## src/rtl/spectro_frame_receiver_if.sv

```systemverilog
// rtl/spectro_frame_receiver_if.sv - serial link, word/frame outputs and bank read port
interface spectro_frame_receiver_if #(
   parameter int WORD_W = 12,
   parameter int ADDR_W = 4
);
   logic              serial_in;
   logic              sl_in;
   logic [ADDR_W-1:0] addr_in;
   logic              ovf_in;
   logic              word_valid;
   logic [ADDR_W-1:0] word_addr;
   logic [WORD_W-1:0] word_data;
   logic              frame_valid;
   logic              frame_ovf;
   logic              frame_err;
   logic              short_err;
   logic [15:0]       frame_cnt;
   logic [ADDR_W-1:0] rd_addr;
   logic [WORD_W-1:0] rd_data;

   modport master (
      output serial_in, sl_in, addr_in, ovf_in, rd_addr,
      input  word_valid, word_addr, word_data, frame_valid, frame_ovf,
             frame_err, short_err, frame_cnt, rd_data
   );

   modport slave (
      input  serial_in, sl_in, addr_in, ovf_in, rd_addr,
      output word_valid, word_addr, word_data, frame_valid, frame_ovf,
             frame_err, short_err, frame_cnt, rd_data
   );
endinterface

```

## src/rtl/spectro_frame_receiver.sv

```systemverilog
// rtl/spectro_frame_receiver.sv - rebuilds 12-bit words from the extractor link into a 16-entry bank
// and flags each complete frame when the last address (N_CH-1) arrives.
module spectro_frame_receiver #(
   parameter int WORD_W = 12,
   parameter int N_CH   = 16,
   parameter int ADDR_W = 4
) (
   input  logic                    clk,
   input  logic                    reset,
   spectro_frame_receiver_if.slave link
);
   localparam int CNT_W = $clog2(WORD_W + 1);

   typedef enum logic {S_IDLE, S_SHIFT} state_t;

   state_t            r_state;
   logic [WORD_W-2:0] r_sreg;
   logic [CNT_W-1:0]  r_bit_cnt;
   logic [ADDR_W-1:0] r_cur_addr;
   logic [N_CH-1:0]   r_mask;
   logic              r_ovf_acc;
   logic [WORD_W-1:0] r_bank [N_CH];

   logic              r_word_valid;
   logic [ADDR_W-1:0] r_word_addr;
   logic [WORD_W-1:0] r_word_data;
   logic              r_frame_valid;
   logic              r_frame_ovf;
   logic              r_frame_err;
   logic              r_short_err;
   logic [15:0]       r_frame_cnt;

   logic [WORD_W-1:0] w_word;
   logic              w_word_done;
   logic [N_CH-1:0]   w_mask_next;
   logic              w_frame_close;

   // The final bit is taken straight from the pin so the word lands on the edge that samples it.
   assign w_word        = {r_sreg, link.serial_in};
   assign w_word_done   = (r_state == S_SHIFT) && link.sl_in && (r_bit_cnt == CNT_W'(WORD_W - 1));
   assign w_mask_next   = r_mask | (N_CH'(1) << r_cur_addr);
   assign w_frame_close = w_word_done && (r_cur_addr == ADDR_W'(N_CH - 1));

   always_ff @(posedge clk or posedge reset) begin
      if (reset) begin
         r_state       <= S_IDLE;
         r_sreg        <= '0;
         r_bit_cnt     <= '0;
         r_cur_addr    <= '0;
         r_mask        <= '0;
         r_ovf_acc     <= 1'b0;
         r_word_valid  <= 1'b0;
         r_word_addr   <= '0;
         r_word_data   <= '0;
         r_frame_valid <= 1'b0;
         r_frame_ovf   <= 1'b0;
         r_frame_err   <= 1'b0;
         r_short_err   <= 1'b0;
         r_frame_cnt   <= '0;
         for (int i = 0; i < N_CH; i++) begin
            r_bank[i] <= '0;
         end
      end else begin
         r_word_valid  <= 1'b0;
         r_frame_valid <= 1'b0;
         r_frame_err   <= 1'b0;
         r_short_err   <= 1'b0;
         r_ovf_acc     <= r_ovf_acc | link.ovf_in;

         case (r_state)
            S_IDLE: begin
               if (!link.sl_in) begin
                  r_cur_addr <= link.addr_in;
                  r_bit_cnt  <= '0;
                  r_state    <= S_SHIFT;
               end
            end
            S_SHIFT: begin
               if (!link.sl_in) begin
                  r_short_err <= 1'b1;
                  r_cur_addr  <= link.addr_in;
                  r_bit_cnt   <= '0;
               end else if (w_word_done) begin
                  r_bank[r_cur_addr] <= w_word;
                  r_word_data        <= w_word;
                  r_word_addr        <= r_cur_addr;
                  r_word_valid       <= 1'b1;
                  r_mask             <= w_mask_next;
                  r_state            <= S_IDLE;
                  if (w_frame_close) begin
                     // Closing a frame restarts both the mask and the overflow window.
                     r_frame_ovf <= r_ovf_acc | link.ovf_in;
                     r_mask      <= '0;
                     r_ovf_acc   <= 1'b0;
                     if (&w_mask_next) begin
                        r_frame_valid <= 1'b1;
                        r_frame_cnt   <= r_frame_cnt + 16'd1;
                     end else begin
                        r_frame_err <= 1'b1;
                     end
                  end
               end else begin
                  r_sreg    <= {r_sreg[WORD_W-3:0], link.serial_in};
                  r_bit_cnt <= r_bit_cnt + CNT_W'(1);
               end
            end
            default: r_state <= S_IDLE;
         endcase
      end
   end

   assign link.word_valid  = r_word_valid;
   assign link.word_addr   = r_word_addr;
   assign link.word_data   = r_word_data;
   assign link.frame_valid = r_frame_valid;
   assign link.frame_ovf   = r_frame_ovf;
   assign link.frame_err   = r_frame_err;
   assign link.short_err   = r_short_err;
   assign link.frame_cnt   = r_frame_cnt;
   assign link.rd_data     = r_bank[link.rd_addr];
endmodule

```

## src/flat_wrapper.sv

```systemverilog
// flat-port wrapper written by rule: the top's interface ports become plain ports
module spectro_frame_receiver_flat 
#(
   parameter int WORD_W = 12,
   parameter int N_CH   = 16,
   parameter int ADDR_W = 4
)
  (clk, reset, link_serial_in, link_sl_in, link_addr_in, link_ovf_in, link_rd_addr, link_word_valid, link_word_addr, link_word_data, link_frame_valid, link_frame_ovf, link_frame_err, link_short_err, link_frame_cnt, link_rd_data);
  spectro_frame_receiver_if #(.WORD_W(WORD_W), .ADDR_W(ADDR_W)) link_i ();
  input  logic clk;
  input  logic reset;
  input wire logic [$bits(link_i.serial_in)-1:0] link_serial_in;
  input wire logic [$bits(link_i.sl_in)-1:0] link_sl_in;
  input wire logic [$bits(link_i.addr_in)-1:0] link_addr_in;
  input wire logic [$bits(link_i.ovf_in)-1:0] link_ovf_in;
  input wire logic [$bits(link_i.rd_addr)-1:0] link_rd_addr;
  output wire logic [$bits(link_i.word_valid)-1:0] link_word_valid;
  output wire logic [$bits(link_i.word_addr)-1:0] link_word_addr;
  output wire logic [$bits(link_i.word_data)-1:0] link_word_data;
  output wire logic [$bits(link_i.frame_valid)-1:0] link_frame_valid;
  output wire logic [$bits(link_i.frame_ovf)-1:0] link_frame_ovf;
  output wire logic [$bits(link_i.frame_err)-1:0] link_frame_err;
  output wire logic [$bits(link_i.short_err)-1:0] link_short_err;
  output wire logic [$bits(link_i.frame_cnt)-1:0] link_frame_cnt;
  output wire logic [$bits(link_i.rd_data)-1:0] link_rd_data;
  assign link_i.serial_in = link_serial_in;
  assign link_i.sl_in = link_sl_in;
  assign link_i.addr_in = link_addr_in;
  assign link_i.ovf_in = link_ovf_in;
  assign link_i.rd_addr = link_rd_addr;
  assign link_word_valid = link_i.word_valid;
  assign link_word_addr = link_i.word_addr;
  assign link_word_data = link_i.word_data;
  assign link_frame_valid = link_i.frame_valid;
  assign link_frame_ovf = link_i.frame_ovf;
  assign link_frame_err = link_i.frame_err;
  assign link_short_err = link_i.short_err;
  assign link_frame_cnt = link_i.frame_cnt;
  assign link_rd_data = link_i.rd_data;
  spectro_frame_receiver #(.WORD_W(WORD_W), .N_CH(N_CH), .ADDR_W(ADDR_W)) u_core (.clk(clk), .reset(reset), .link(link_i));
endmodule
```

## config.mk

```make
export PLATFORM = sky130hd
export DESIGN_NAME = spectro_frame_receiver_flat
export DESIGN_NICKNAME = d
export VERILOG_FILES = /design/src/rtl/spectro_frame_receiver_if.sv /design/src/rtl/spectro_frame_receiver.sv /design/src/flat_wrapper.sv
export SDC_FILE = /design/constraint.sdc
export NUM_CORES = 1
export LEC_CHECK = 0
export CORE_MARGIN = 8
export CORE_UTILIZATION = 35
export DETAILED_ROUTE_END_ITERATION = 8
export REMOVE_ABC_BUFFERS = 1
export SLEW_MARGIN = 10
export SYNTH_ARGS = -nofsm -noshare
export SYNTH_HDL_FRONTEND = slang
export SYNTH_SLANG_ARGS = --single-unit
export TNS_END_PERCENT = 100
```

## constraint.sdc

```tcl
create_clock -name clk -period 12.2 [get_ports clk]
set_clock_uncertainty 0.05 [all_clocks]
set_input_delay 2.44 -clock clk [delete_from_list [all_inputs] [get_ports clk]]
set_output_delay 2.44 -clock clk [all_outputs]
set_load 0.01 [all_outputs]
```

==> results.md <==
* Fin. Hold Viols at 0
* Source-to-sink clock delay at the later pin of the worst-skew pair at about 0.56 ns
* Reg-to-reg endpoint: u_core.r_bank[47]
* Required time worst endpoint at 9.71 ns
* Actual slew at the worst max-slew pin at 1.24 ns
* Number of synthesis warnings at 0
* Highest-delay cell along the critical path: sky130_fd_sc_hd__buf_4
* Outcome: finished, final reports clean
* Gate count after technology mapping at around 800
* Master cell of the clock root buffer: sky130_fd_sc_hd__clkbuf_16
* Number of design-rule violations left by the first detailed-router iteration at 443
* Clock Tree Buf Depth at 3
* Gates resized, CTS repair at 0
* Maximum number of pins on one net before global-route repair at 120
* Number of clock sinks at 266
* Max Slew Vio Count at 0
* Power density cells at 141 nW/um^2
* Cts-stage hold buffer count at 0
* Uppermost metal layer occupied by signal nets: met4
* Die boundary width at 200 um
* Share of the clock period used by the worst path at about three fifths
* Depth of the worst register-to-register path at 7
* Cell area after placement at between 10000 and 15000 um^2
* Global placer's final weighted congestion at 0.721
* Number of remaining DRC errors at 0
* First-pass GRT wire length at 45100 um
* Highest Clock Rate at 136 MHz
* Cell family contributing the most delay on the critical path: buffers and inverters
* Post-layout net count at 863
* Critical register-to-register path startpoint: u_core.r_bit_cnt[0]
* Share of cells above drive strength 1 at around two fifths
* Power Total at 1.96 mW
* Maximum capacitance violations at 0
* Minimum period implied by the final worst setup slack at ~7.3 ns
* FILL cells at 3072
* Die outline area at 40200 um^2
* Detailed-route wire length at 28100 um
* Hold endpoint: u_core.link.frame_cnt[15]
* Critical path capture point type: output port
* Element type at the critical path start: input pin
* Cts bufs inserted at 29
* Count of standard-cell rows at between 60 and 70
* Fraction of the yosys area taken by sequential cells at 55.9%
* Setup repair after global routing missed its margin: false
* Antenna violations before repair at 0
* Via count of the first global-routing pass at just over 7000
* Average footprint of a synthesized cell at around 15 um^2
* Routed via count divided by cell count at 5.10
* Number of register bits inferred by synthesis at 266
* Post-route met1 wirelength at about 13000 um
* Area of the placeable core at 33500 um^2
* Average routed wire per standard cell at 21.3 um
* Cells on Worst Hold Path at 1
* Layout Cell Area excl Fill at 13900 um^2
* CP Cell Sequence: buf_4, mux4_2, mux4_2, clkdlybuf4s50_1
* Estimated wirelength of the detail-placed design at about 17000 um
* Final ANT Viol Nets at 0
* Data arrival time at the worst-slack endpoint at a little under 5 ns
* Number of vias in the routed layout at 6724
* CTS tree: done
* Critical path type: input pin to output port
* Relative max-transition margin at 17.1%
* Worst Hold Launch: u_core.link.frame_cnt[15]
* Largest driver fanout on the critical path at 48
* Leakage power at 6.54 nW
* Global routing usage summed across all routing layers at approximately 14%
* Area growth, synth to finish at 16.9%
* Antenna diode instance count at 0
* R2r setup slk at 8.77 ns
* Initial Util at 35.5%
* Post-synth EDFFs at 0
* Largest stage delay on the critical path at 0.71 ns
* Count of input and output buffers at 61
* Post-synthesis cell area at 11900 um^2
* Clock transition time at the flip-flop clock pins of the worst setup and hold paths at ~0.060 ns
* Total length of routed met3 wires at 803 um
* Cell variety after synth at between 40 and 50
* Sum of negative setup slack at 0 ns
* CTS H-Tree Depth at 1
* Final setup violation count at 0
* Share of async-settable or async-resettable flops after synthesis at between 90% and 100%
* Total grt overflow at 0
* Number of top-level pins at 62
* Met2 WL at 14000 um
* Die height at 200 um
* Most frequently used flop master after synthesis: sky130_fd_sc_hd__dfrtp_1
* Largest vdd supply drop at 0.000124 V
* Crit path buf inv count at 2
* Dominant cell type by count on the critical path: sky130_fd_sc_hd__mux4_2
* Setup fix buffers added after clock tree synthesis at 0
* Count of TritonRoute iterations in the first routing pass at 4
* Min-Delay Path Class: register to register
[worst max-delay path by stage]
stage | start | to | slack [ns] | cells after the start
6_report | link_rd_addr[0] | link_rd_data[5] | 4.87 | 4
5_1_grt | link_rd_addr[0] | link_rd_data[5] | 4.70 | 4
4_1_cts | link_rd_addr[0] | link_rd_data[4] | 4.80 | 4
3_5_place_dp | link_rd_addr[0] | link_rd_data[4] | 4.80 | 4
3_3_place_gp | link_rd_addr[0] | link_rd_data[5] | 4.86 | 4
2_1_floorplan | reset | u_core.link.frame_cnt[0] | 2.38 | 1
[kinds of logic (layout without fill, tap and decap cells)]
family	Yosys count	count (layout)	share of synthesized area (%)
compound gates	12	12	0.736
mux	276	276	31.7
flops	266	266	55.9
xor+xnor	18	18	1.32
fa+ha+maj	2	2	0.210
simple gates	162	162	7.23
buf+inv	67	135	2.84
[sequential cells by signal, indices dropped and copies added (netlist names)]
signal,flops
u_core.r_state,1
u_core.r_bank,192
u_core.r_ovf_acc,1
u_core.link.frame_ovf,1
u_core.link.frame_cnt,16
u_core.r_bit_cnt,4
u_core.r_sreg,11
u_core.link.frame_err,1
u_core.link.word_valid,1
u_core.r_mask,16
u_core.r_cur_addr,4
u_core.link.word_addr,4
u_core.link.short_err,1
u_core.link.word_data,12
u_core.link.frame_valid,1
[through the flow]
| stage | hold slack [ns] | utilization, % | setup slack, ns | instances |
|---|---|---|---|---|
| 6_report | 0.424 | 41.5 | 4.87 | 1319 |
| 4_1_cts | 0.432 | 41.5 | 4.80 | 1319 |
| 3_5_place_dp | 0.416 | 38.4 | 4.80 | 1265 |
| 5_1_grt | 0.447 | 41.5 | 4.70 | 1319 |
| 2_1_floorplan | 0.390 | - | 2.38 | 737 |
| 3_3_place_gp | 0.411 | 38.4 | 4.86 | 1265 |
[power breakdown]
| part | switching, mW | total [mW] | internal [mW] |
|---|---|---|---|
| registers | 0.0691 | 0.965 | 0.896 |
| clock network | 0.365 | 0.925 | 0.560 |
| logic | 0.0388 | 0.0696 | 0.0308 |
[per-layer routing]
layer  vias to the layer above  global-route usage, %
met5                         -                      0
met4                         0                   3.65
met3                        43                   2.03
met2                        93                   23.8
met1                      3606                   18.9
li1                       2982                      -
[layout make-up]
class	instances	area, um^2	area share (%)
inverters	1	11.3	0.0809
flip-flops and latches	266	6660	47.8
multi-input cells	470	4920	35.3
repair buffers	80	746	5.36
clock buffers	38	820	5.89
clock inverters	16	204	1.47
well taps	448	561	4.03
[cell usage in the layout (no fill, tap or decap), types with 8 or more instances in the layout]
master and n:
sky130_fd_sc_hd__xnor2_1 11, sky130_fd_sc_hd__nand2_1 53, sky130_fd_sc_hd__nand4_1 9, sky130_fd_sc_hd__mux2_2 203, sky130_fd_sc_hd__buf_4 20, sky130_fd_sc_hd__clkbuf_16 29, sky130_fd_sc_hd__clkdlybuf4s50_1 59, sky130_fd_sc_hd__mux2_1 10
sky130_fd_sc_hd__clkinv_2 8, sky130_fd_sc_hd__nor2_1 43, sky130_fd_sc_hd__nand3_1 9, sky130_fd_sc_hd__dfrtp_1 266, sky130_fd_sc_hd__mux4_2 60
[cells in the mapped netlist (2+ instances only)]
cell,n,area (um^2)
sky130_fd_sc_hd__nand4_1,9,56.3
sky130_fd_sc_hd__mux2i_1,3,30.0
sky130_fd_sc_hd__and3b_1,3,26.3
sky130_fd_sc_hd__and2_1,6,37.5
sky130_fd_sc_hd__ha_1,2,25.0
sky130_fd_sc_hd__nor3_1,2,10.0
sky130_fd_sc_hd__nor3_2,6,60.1
sky130_fd_sc_hd__mux4_2,60,1350
sky130_fd_sc_hd__nand2b_1,2,12.5
sky130_fd_sc_hd__clkbuf_1,22,82.6
sky130_fd_sc_hd__nand2_1,53,199
sky130_fd_sc_hd__and3_1,7,43.8
sky130_fd_sc_hd__buf_6,2,22.5
sky130_fd_sc_hd__mux2_2,203,2290
sky130_fd_sc_hd__nor2_2,3,18.8
sky130_fd_sc_hd__buf_2,20,100
sky130_fd_sc_hd__a21oi_1,2,10.0
sky130_fd_sc_hd__nor2b_1,3,18.8
sky130_fd_sc_hd__dfrtp_1,266,6660
sky130_fd_sc_hd__mux2_1,10,113
sky130_fd_sc_hd__nor2_1,45,169
sky130_fd_sc_hd__xnor2_1,11,96.3
sky130_fd_sc_hd__buf_1,13,48.8
sky130_fd_sc_hd__xor2_1,7,61.3
sky130_fd_sc_hd__o21ai_1,2,10.0
sky130_fd_sc_hd__nand3_1,9,45.0
sky130_fd_sc_hd__o21ai_0,2,10.0
sky130_fd_sc_hd__nand3b_1,6,45.0
sky130_fd_sc_hd__buf_4,8,60.1
sky130_fd_sc_hd__nor4_4,2,42.5
No activity file was read; power rests on OpenSTA's default activity.
